### src/rtl/ara_pkg.sv
// -----------------------------------------------------------------------------
// ara_pkg
// Shared types for the invalidation burst sequencer:
//   burst_desc_t : queued write-burst descriptor (address, AXI len, AXI size)
//   seq_state_e  : sequencer FSM state
//   burst_bytes  : byte count covered by one AXI burst
// Descriptor addresses are stored at MaxAddrWidth bits; users with a narrower
// address zero-extend into the field.
// -----------------------------------------------------------------------------
package ara_pkg;

    localparam int unsigned MaxAddrWidth = 64;

    typedef struct packed {
        logic [MaxAddrWidth-1:0] addr;
        logic [7:0]              len;
        logic [2:0]              size;
    } burst_desc_t;

    typedef enum logic [0:0] {
        SEQ_IDLE  = 1'b0,
        SEQ_ISSUE = 1'b1
    } seq_state_e;

    // (len + 1) beats of 2**size bytes; at most 256 << 7 = 32768, fits 16 bits.
    function automatic logic [15:0] burst_bytes(input logic [7:0] len, input logic [2:0] size);
        return (16'(len) + 16'd1) << size;
    endfunction

endpackage

### src/rtl/fifo_v3.sv
// -----------------------------------------------------------------------------
// fifo_v3
// Non-fall-through FIFO with the common_cells naming. data_o shows the head
// entry whenever empty_o is low; pushes when full and pops when empty are
// ignored.
// Ports:
//   clk_i   : clock
//   rst_ni  : asynchronous active-low reset
//   flush_i : synchronous clear of all entries
//   full_o  : no free entry
//   empty_o : no valid entry
//   data_i  : write data, push_i : write strobe
//   data_o  : head entry, pop_i  : remove head
// -----------------------------------------------------------------------------
module fifo_v3 #(
    parameter int unsigned DEPTH = 8,
    parameter type         dtype = logic [31:0]
) (
    input  logic clk_i,
    input  logic rst_ni,
    input  logic flush_i,
    output logic full_o,
    output logic empty_o,
    input  dtype data_i,
    input  logic push_i,
    output dtype data_o,
    input  logic pop_i
);

    localparam int unsigned AddrDepth = (DEPTH > 1) ? $clog2(DEPTH) : 1;
    localparam logic [AddrDepth-1:0] LastIdx = AddrDepth'(DEPTH - 1);
    localparam logic [AddrDepth-1:0] PtrZero = AddrDepth'(32'd0);
    localparam logic [AddrDepth-1:0] PtrOne  = AddrDepth'(32'd1);
    localparam logic [AddrDepth:0]   CntFull = (AddrDepth + 1)'(DEPTH);
    localparam logic [AddrDepth:0]   CntZero = (AddrDepth + 1)'(32'd0);
    localparam logic [AddrDepth:0]   CntOne  = (AddrDepth + 1)'(32'd1);

    dtype                 mem_r [DEPTH];
    logic [AddrDepth-1:0] rd_ptr_r;
    logic [AddrDepth-1:0] wr_ptr_r;
    logic [AddrDepth:0]   cnt_r;
    logic                 do_push_s;
    logic                 do_pop_s;

    assign full_o    = (cnt_r == CntFull);
    assign empty_o   = (cnt_r == CntZero);
    assign do_push_s = push_i && !full_o;
    assign do_pop_s  = pop_i && !empty_o;
    assign data_o    = mem_r[rd_ptr_r];

    // Read/write pointers and occupancy count.
    always_ff @(posedge clk_i or negedge rst_ni) begin
        if (!rst_ni) begin
            rd_ptr_r <= PtrZero;
            wr_ptr_r <= PtrZero;
            cnt_r    <= CntZero;
        end else if (flush_i) begin
            rd_ptr_r <= PtrZero;
            wr_ptr_r <= PtrZero;
            cnt_r    <= CntZero;
        end else begin
            if (do_push_s) begin
                wr_ptr_r <= (wr_ptr_r == LastIdx) ? PtrZero : (wr_ptr_r + PtrOne);
            end
            if (do_pop_s) begin
                rd_ptr_r <= (rd_ptr_r == LastIdx) ? PtrZero : (rd_ptr_r + PtrOne);
            end
            case ({do_push_s, do_pop_s})
                2'b10:   cnt_r <= cnt_r + CntOne;
                2'b01:   cnt_r <= cnt_r - CntOne;
                default: cnt_r <= cnt_r;
            endcase
        end
    end

    // Storage array; contents are only meaningful between push and pop.
    always_ff @(posedge clk_i) begin
        if (do_push_s) begin
            mem_r[wr_ptr_r] <= data_i;
        end
    end

endmodule

### src/rtl/inval_burst_sequencer.sv
// -----------------------------------------------------------------------------
// inval_burst_sequencer
// Turns AXI write-burst descriptors into a stream of L1 line invalidations.
// Descriptors are queued in a FIFO; an FSM walks each burst from its first to
// its last touched line, one request per line, and pulses done_o per burst.
// Ports:
//   clk_i, rst_i      : clock, synchronous active-high reset
//   en_i              : coherence enable; when low descriptors are acked and dropped
//   req_valid_i/ready : descriptor handshake (req_addr_i, req_len_i, req_size_i)
//   inval_valid_o/... : line invalidation handshake (inval_addr_o line-aligned)
//   done_o            : one-cycle pulse after the last line of a burst
//   busy_o            : work queued or in progress
// Build option:
//   INVAL_COALESCE_EN : skip any line equal to the last line the core accepted
// AddrWidth must not exceed ara_pkg::MaxAddrWidth.
// -----------------------------------------------------------------------------
module inval_burst_sequencer
    import ara_pkg::*;
#(
    parameter int unsigned AddrWidth   = 64,
    parameter int unsigned L1LineWidth = 16,
    parameter int unsigned Depth       = 4
) (
    input  logic                 clk_i,
    input  logic                 rst_i,
    input  logic                 en_i,
    input  logic                 req_valid_i,
    output logic                 req_ready_o,
    input  logic [AddrWidth-1:0] req_addr_i,
    input  logic [7:0]           req_len_i,
    input  logic [2:0]           req_size_i,
    output logic                 inval_valid_o,
    input  logic                 inval_ready_i,
    output logic [AddrWidth-1:0] inval_addr_o,
    output logic                 done_o,
    output logic                 busy_o
);

    localparam logic [AddrWidth-1:0] AddrZero = AddrWidth'(32'd0);
    localparam logic [AddrWidth-1:0] AddrOne  = AddrWidth'(32'd1);
    localparam logic [AddrWidth-1:0] LineStep = AddrWidth'(L1LineWidth);
    localparam logic [AddrWidth-1:0] LineMask = ~(LineStep - AddrOne);

    seq_state_e           state_r;
    seq_state_e           state_nxt_s;
    logic [AddrWidth-1:0] cur_r;
    logic [AddrWidth-1:0] cur_nxt_s;
    logic [AddrWidth-1:0] end_r;
    logic [AddrWidth-1:0] end_nxt_s;
    logic                 done_r;
    logic                 done_nxt_s;

    burst_desc_t          push_desc_s;
    burst_desc_t          head_desc_s;
    logic                 fifo_full_s;
    logic                 fifo_empty_s;
    logic                 fifo_push_s;
    logic                 fifo_pop_s;

    logic [AddrWidth-1:0] head_addr_s;
    logic [AddrWidth-1:0] head_start_s;
    logic [AddrWidth-1:0] head_last_s;
    logic                 skip_s;
    logic                 issue_s;
    logic                 advance_s;

    // While disabled every descriptor is acked so the producer never stalls.
    assign req_ready_o = !rst_i && (!en_i || !fifo_full_s);
    assign fifo_push_s = req_valid_i && req_ready_o && en_i;

    assign push_desc_s.addr = MaxAddrWidth'(req_addr_i);
    assign push_desc_s.len  = req_len_i;
    assign push_desc_s.size = req_size_i;

    // Line range of the FIFO head; the end address wraps modulo 2^AddrWidth.
    assign head_addr_s  = head_desc_s.addr[AddrWidth-1:0];
    assign head_start_s = head_addr_s & LineMask;
    assign head_last_s  = (head_addr_s + AddrWidth'(burst_bytes(head_desc_s.len, head_desc_s.size))
                           - AddrOne) & LineMask;

    fifo_v3 #(
        .DEPTH (Depth),
        .dtype (burst_desc_t)
    ) i_desc_fifo (
        .clk_i   (clk_i),
        .rst_ni  (1'b1),
        .flush_i (rst_i),
        .full_o  (fifo_full_s),
        .empty_o (fifo_empty_s),
        .data_i  (push_desc_s),
        .push_i  (fifo_push_s),
        .data_o  (head_desc_s),
        .pop_i   (fifo_pop_s)
    );

`ifdef INVAL_COALESCE_EN
    logic [AddrWidth-1:0] last_line_r;
    logic                 last_vld_r;

    // A repeat of the line the core just accepted is retired without a request.
    assign skip_s = (state_r == SEQ_ISSUE) && last_vld_r && (cur_r == last_line_r);

    // Remember the most recent line the core actually accepted.
    always_ff @(posedge clk_i) begin
        if (rst_i) begin
            last_line_r <= AddrZero;
            last_vld_r  <= 1'b0;
        end else if (issue_s && inval_ready_i) begin
            last_line_r <= cur_r;
            last_vld_r  <= 1'b1;
        end
    end
`else
    assign skip_s = 1'b0;
`endif

    assign issue_s   = (state_r == SEQ_ISSUE) && !skip_s;
    assign advance_s = skip_s || (issue_s && inval_ready_i);

    // Next-state: load bursts from the FIFO head and step through their lines.
    always_comb begin
        state_nxt_s = state_r;
        cur_nxt_s   = cur_r;
        end_nxt_s   = end_r;
        done_nxt_s  = 1'b0;
        fifo_pop_s  = 1'b0;
        case (state_r)
            SEQ_IDLE: begin
                if (!fifo_empty_s) begin
                    fifo_pop_s  = 1'b1;
                    cur_nxt_s   = head_start_s;
                    end_nxt_s   = head_last_s;
                    state_nxt_s = SEQ_ISSUE;
                end else begin
                    state_nxt_s = SEQ_IDLE;
                end
            end
            SEQ_ISSUE: begin
                if (!advance_s) begin
                    state_nxt_s = SEQ_ISSUE;
                end else if (cur_r != end_r) begin
                    cur_nxt_s = cur_r + LineStep;
                end else begin
                    done_nxt_s = 1'b1;
                    // Chain straight into the next burst so no idle cycle appears.
                    if (!fifo_empty_s) begin
                        fifo_pop_s  = 1'b1;
                        cur_nxt_s   = head_start_s;
                        end_nxt_s   = head_last_s;
                        state_nxt_s = SEQ_ISSUE;
                    end else begin
                        state_nxt_s = SEQ_IDLE;
                    end
                end
            end
            default: begin
                state_nxt_s = SEQ_IDLE;
            end
        endcase
    end

    // State, line cursor and done pulse registers.
    always_ff @(posedge clk_i) begin
        if (rst_i) begin
            state_r <= SEQ_IDLE;
            cur_r   <= AddrZero;
            end_r   <= AddrZero;
            done_r  <= 1'b0;
        end else begin
            state_r <= state_nxt_s;
            cur_r   <= cur_nxt_s;
            end_r   <= end_nxt_s;
            done_r  <= done_nxt_s;
        end
    end

    assign inval_valid_o = issue_s;
    assign inval_addr_o  = cur_r;
    assign done_o        = done_r;
    assign busy_o        = !rst_i && (!fifo_empty_s || (state_r != SEQ_IDLE));

endmodule

### config.mk
export PLATFORM = sky130hd
export DESIGN_NAME = inval_burst_sequencer
export DESIGN_NICKNAME = d
export VERILOG_FILES = /design/src/rtl/ara_pkg.sv /design/src/rtl/fifo_v3.sv /design/src/rtl/inval_burst_sequencer.sv
export SDC_FILE = /design/constraint.sdc
export NUM_CORES = 1
export LEC_CHECK = 0
export BUFFER_PORTS_ARGS = -buffer_cell sky130_fd_sc_hd__clkbuf_2
export CAP_MARGIN = 20
export CORE_UTILIZATION = 55
export CTS_CLUSTER_DIAMETER = 120
export DETAILED_ROUTE_END_ITERATION = 6
export PLACE_DENSITY = 0.76
export SLEW_MARGIN = 20
export SYNTH_ARGS = -nofsm -noshare
export SYNTH_HDL_FRONTEND = slang
export SYNTH_SLANG_ARGS = --single-unit
### constraint.sdc
create_clock -name clk_i -period 4.77 [get_ports clk_i]
set_input_delay 0.7155 -clock clk_i [delete_from_list [all_inputs] [get_ports clk_i]]
set_output_delay 0.7155 -clock clk_i [all_outputs]
set_load 0.01 [all_outputs]
-- After elaboration in Yosys (flattened, before gate mapping)
Memories as Yosys holds them, arrays and structs flattened. A register that Yosys moved wholly into a read port is not among the register bits.
Index checks and enable logic that the tools add are counted.
Widths: inputs -> output; s select.
- register bits: 137
- RAM bits: 300
- logic and storage cells: 67
- memories kept: 1
- memories (name ; depth ; width ; read ports ; clocked after Yosys merged registers in ; write ports ; line ; source):
    i_desc_fifo.mem_r ; 4 ; 75 ; 1 ; 1 ; 1 ; fifo_v3.sv:38 ; dtype mem_r [DEPTH];
- add/sub/neg operators: 8
- equality and inequality tests: 8
- shift-type cells: 1
- mux-type cells: 23
- bitwise operators: 2
- reduce and logical (&&, ||, !) cells: 17
- operators with widths (operator ; count):
    $mux 64 ; 6
    $pmux 64 s2 ; 2
    $add 64x16->64 ; 1
    $add 64x5->64 const B ; 1
    $ne 64x64->1 ; 1
    $sub 64x1->64 const B ; 1
    $shl 9x3->16 ; 1
    $add 8x1->9 const B ; 1
    $mux 1 ; 8
    $mux 2 ; 4
    $logic_and 1x1->1 ; 7
    $eq 2x2->1 const B ; 3
    $pmux 3 s2 ; 1
    $add 2x1->2 const B ; 2
    $logic_not 1->1 ; 4
    $pmux 1 s2 ; 2
    $add 3x1->3 const B ; 1
    $eq 3x3->1 const B ; 1
    $logic_not 3->1 ; 1
    $reduce_or 3->1 ; 1
    $sub 3x1->3 const B ; 1
    $eq 2x1->1 const B ; 1
    $logic_or 1x1->1 ; 2
    $ne 2x1->1 const B ; 1
    other kinds (4) ; 5

-- Longest topological paths before layout
- depth in word-level cells: 9
- mapped depth: 24
- gate-level depth less buffers: 22

-- Modules after synthesis
A second synthesis with hierarchy kept.
- cells, all modules: 2126
- area, all modules: 23102.2 um^2
- by module, submodules not included (module ; times used ; cells an instance ; area each (um^2)):
    inval_burst_sequencer ; 1 ; 1672 ; 11710.0
    fifo_v3 ; 1 ; 454 ; 11392.2

-- Least setup slack after synthesis
Ideal clock, no wire load.
- kind: register -> register
- start: register (tool-made name)
- end: register end_r[62]
- library setup time: 0.093 ns
- arrival: 4.927 ns
- data required time: 4.677 ns
- setup slack: -0.250 ns
- stages on the path, launching flop included: 18
- cells stage by stage: dfxtp_1 > buf_6 > buf_2 > buf_2 > buf_1 > mux4_2 > inv_1 > ha_1 > clkbuf_1 > a2111oi_0 > o211ai_1 > a311o_1 > o21a_1 > o211ai_1 > and4b_1 > nor3_1 > or2_2 > o32ai_1
- RTL lines (item ; line ; source):
    to (signal assigned) ; inval_burst_sequencer.sv:167 ; end_r <= AddrZero;
    to (signal assigned) ; inval_burst_sequencer.sv:172 ; end_r <= end_nxt_s;
    to (decl) ; inval_burst_sequencer.sv:48 ; logic [AddrWidth-1:0] end_r;

==> impl_metrics.ini <==
[synth]
synth.top_cell.area_share = 0.3962
ys_seq_elements = 435
syn_inst = 2079
postSynth.asyncResetShare = 0
synth-edff-count = 300
yosysWarnings = 0
syn_nets = 2244
synth_area_leader_cell = edfxtp_1
synth.yosys.seq_area_share = 0.5151
syn_area_per_cell_sq_um = 10.94
synth.cell_area_sq_um = 22740
ys_types = 77
synth_area_leaders = edfxtp_1 40%, dfxtp_1 12%, mux4_2 7.3%, ha_1 4.6%, a21oi_1 3.8%
ys.flop_type = edfxtp_1

[floorplanning]
die_area_sq_um = 42160
chipHeight_microns = 205.3
rows = 74
io_pins = 148
coreArea_sq_um = 40830
initial_core_util = 0.5568
die_w_microns = 205.3

[route]
wl_per_cell_microns = 24.76
vias_per_cell = 6.342
drcViolationCount = 0
drt_iter0_markers = 2169
vias = 18494
antenna_left = 0
drt_pass1_iterations = 5
drt_wl_total_microns = 72210

[cts]
hold_buffers = 0
clock_latency_ns = 0.60
cts_root_buffer = clkbuf_16
cts_sinks = 435
cts_tree = built
clockBufferDepth = 3
h-tree-depth = 2
numCtsBuffers = 44
clk_pin_slew_worst_paths_ns = 0.06

[global_route]
grt-ovfl-total = 0
antenna_found_initial = 6
grt_max_degree = 92
grtUsageTotal = 0.3430
first_global_vias = 17824
grt_pass1_wl_microns = 107200

[setup_path]
startpoint_type = register
crit_family = simple AND/OR/NAND/NOR gates
cp_num_buf_inv = 6
crit_slowest_cell = mux4_2
crit_arrival_ns = 5.39
r2r_end = end_r[62]$_SDFFE_PP0P_
crit_path_end_kind = register
cp_common_cell = buf_4
crit_type = reg2reg
critical-path-max-stage-delay_ns = 0.58
cp_max_fo = 6
r2r_slack_ns = -0.13
path_cells = buf_8, buf_12, mux4_2, nand3_2, xor2_2, mux2i_2, mux2_4, a22oi_2, ha_1, inv_1, ha_4, nand2_1, buf_4, nor3_4, buf_4, nand4_1, a31oi_1, buf_4, o211ai_1, and4b_2, nor2_4, a311oi_2, o32ai_2
worstPathRequired_ns = 5.26
worstRegToRegCells = 23

[pwr]
leakage_nw = 10.15
pwr-share-comb = 0.554
power_density_nw_per_um2 = 691.7
p_sw_mw = 8.174
power_frac_seq = 0.272
swShare = 0.4325
total_power_mw = 18.90
intPower_mw = 10.73
power.share.clock = 0.175
ir_drop_uv = 494.1

[timing]
relSlewSlack = 0.2836
min_period_ns = 4.899
rsz0062_at_grt = yes
worstMarginPinSlew_ns = 1.075
max_freq_ghz = 0.2041
setup_ws_ns = -0.1295
slew_viol_final = 0
hold_slack_ns = 0.3380
hold_viol_final = 0
setup_viol = 16
fin_crit_sh = 1.027
final.setup_skew_ns = 0.02369

[placement]
place_ws_ns = -0.7004
placed_cell_area_sq_um = 25040
gp_congestion = 0.9993
io_buffers = 147
place_hpwl_microns = 51030
dp.cells = 2808

[final_layout]
fin_nets = 2517
multi_input_area_sq_um = 10710
area_delta_synth_final_pct = 20.17
drive_above_1_share = 0.2567
n_fill_cell = 3017
final_area_sq_um = 27320
seq_area_sq_um = 11720
layoutNonFillerInstCount = 2916

[hold_path]
hold_class = in2reg
hold_start = req_addr_i[12]
worstHoldEndpoint = i_desc_fifo.mem_r[0][23]$_DFFE_PP_
whs_path_depth = 1

[run_status]
status = finished with violations
violations = setup timing

[run]
drv_cap = 0
==> routing by layer <==
layer  up-vias  track usage  share of wire
li1       8308            -              -
met1      8985       0.4837           0.41
met2      1007       0.5086           0.44
met3       190      0.08093           0.10
met4         4       0.1418          0.041
met5         -            0        0.00042
==> worst max-delay path by stage <==
stage / to / slack (ns) / start / depth (start not counted)
floorplan: end_r[57]$_SDFFE_PP0P_ / 0.0005 / register / 22
global placement: end_r[62]$_SDFFE_PP0P_ / -0.43 / register / 21
detailed placement: end_r[62]$_SDFFE_PP0P_ / -0.70 / register / 22
CTS: end_r[57]$_SDFFE_PP0P_ / -0.06 / register / 22
global route: end_r[62]$_SDFFE_PP0P_ / -0.30 / register / 24
finish: end_r[62]$_SDFFE_PP0P_ / -0.13 / register / 23
==> per-stage QoR <==
stage	utilization	TNS (ns)
after floorplan	-	0
after global placement	0.6132	-5.723
after detailed placement	0.6133	-11.40
after CTS	0.6575	-0.2020
after global routing	0.6692	-5.358
final	0.6692	-0.8262
==> what timing repair did <==
item	CTS	global route
gates resized for setup	73	83
setup endpoints to repair	47	49
setup buffers	15	16
pin swaps	29	51
==> cell families (layout without fill, tap and decap cells) <==
logic type                 count (synthesis)  in the layout  share of synthesized area
and+or+nand+nor                          598            598                     0.1278
AOI/OAI and AO/OA                        475            475                     0.1312
DFF                                      435            435                     0.5151
buffers and inverters                    259            560                    0.04331
muxes                                    114            114                    0.09195
xor gates and xnor gates                 113            113                    0.04353
adders and majority gates                 85             85                    0.04711
other                                      0              4                          0
==> synth_stat cells, types with 7 or more instances <==
master and instances:
nand3b_1 10, xnor2_1 78, xor2_1 35, nor2_1 116, o21a_1 7, nor2b_1 9, clkbuf_1 97, ha_1 84
a21oi_1 172, mux4_2 74, nor3_1 43, a21o_1 30, nand2_1 197, o21bai_1 13, o21ai_0 97, o211ai_1 11
dfxtp_1 135, and3_1 20, o22ai_1 22, mux2i_1 33, a211oi_1 12, or3_1 14, inv_1 139, a221oi_1 31
buf_1 17, nand4_1 52, or2_2 7, and2_1 14, a31oi_1 17, edfxtp_1 300, nor4_1 19, nand3_1 65
==> cells in the final DEF, fill, tap and decap left out, types with 18 or more instances in the layout <==
cell       Yosys  layout
o21ai_0       97      80
inv_1        139     132
nor2_1       116     109
buf_4          0     183
nor4_1        19      18
mux2i_1       33      29
dfxtp_1      135     133
edfxtp_1     300     300
nand3_1       65      59
nand4_1       52      52
and3_1        20      19
a221oi_1      31      30
o22ai_1       22      22
clkbuf_16      0      44
a21o_1        30      30
a21oi_1      172     154
clkbuf_2       0     146
xnor2_1       78      76
ha_1          84      72
xor2_1        35      32
nor3_1        43      39
nand2_1      197     190
mux4_2        74      74
==> registers in the layout (all words and copies together), names as in the netlist, named ones only <==
name                  cells
done_o                    1
i_desc_fifo.cnt_r         3
end_r                    60
inval_addr_o             64
i_desc_fifo.rd_ptr_r      2
inval_valid_o             1
i_desc_fifo.mem_r       300
i_desc_fifo.wr_ptr_r      2
==> worst register-to-register path, cell delays in order (launching register included) <==
cell and delay, ns:
dfxtp_4 0.40, buf_8 0.14, buf_12 0.11, mux4_2 0.58
nand3_2 0.14, xor2_2 0.20, mux2i_2 0.11, mux2_4 0.30
a22oi_2 0.23, ha_1 0.20, inv_1 0.07, ha_4 0.31
nand2_1 0.07, buf_4 0.15, nor3_4 0.19, buf_4 0.14
nand4_1 0.11, a31oi_1 0.17, buf_4 0.17, o211ai_1 0.13
and4b_2 0.34, nor2_4 0.15, a311oi_2 0.12, o32ai_2 0.28
==> power by group through the flow <==
stage	logic, mW	registers [mW]	clock network, mW
2_1_floorplan	5.64	5.01	0
3_3_place_gp	8.94	5.15	0
3_5_place_dp	9.04	5.18	0
4_1_cts	9.60	5.10	3.35
5_1_grt	11.2	5.18	3.48
6_report	10.5	5.13	3.30
==> cell type report <==
type / instances / area share
inverters: 140 / 0.01923
repair buffers: 346 / 0.08591
multi-input cells: 1385 / 0.3921
clock buffers: 60 / 0.04433
diodes: 4 / 0.0003663
well taps: 532 / 0.02436
clock inverters: 14 / 0.004854
flip-flops and latches: 435 / 0.4289
Power figures use the tool's default switching activity.
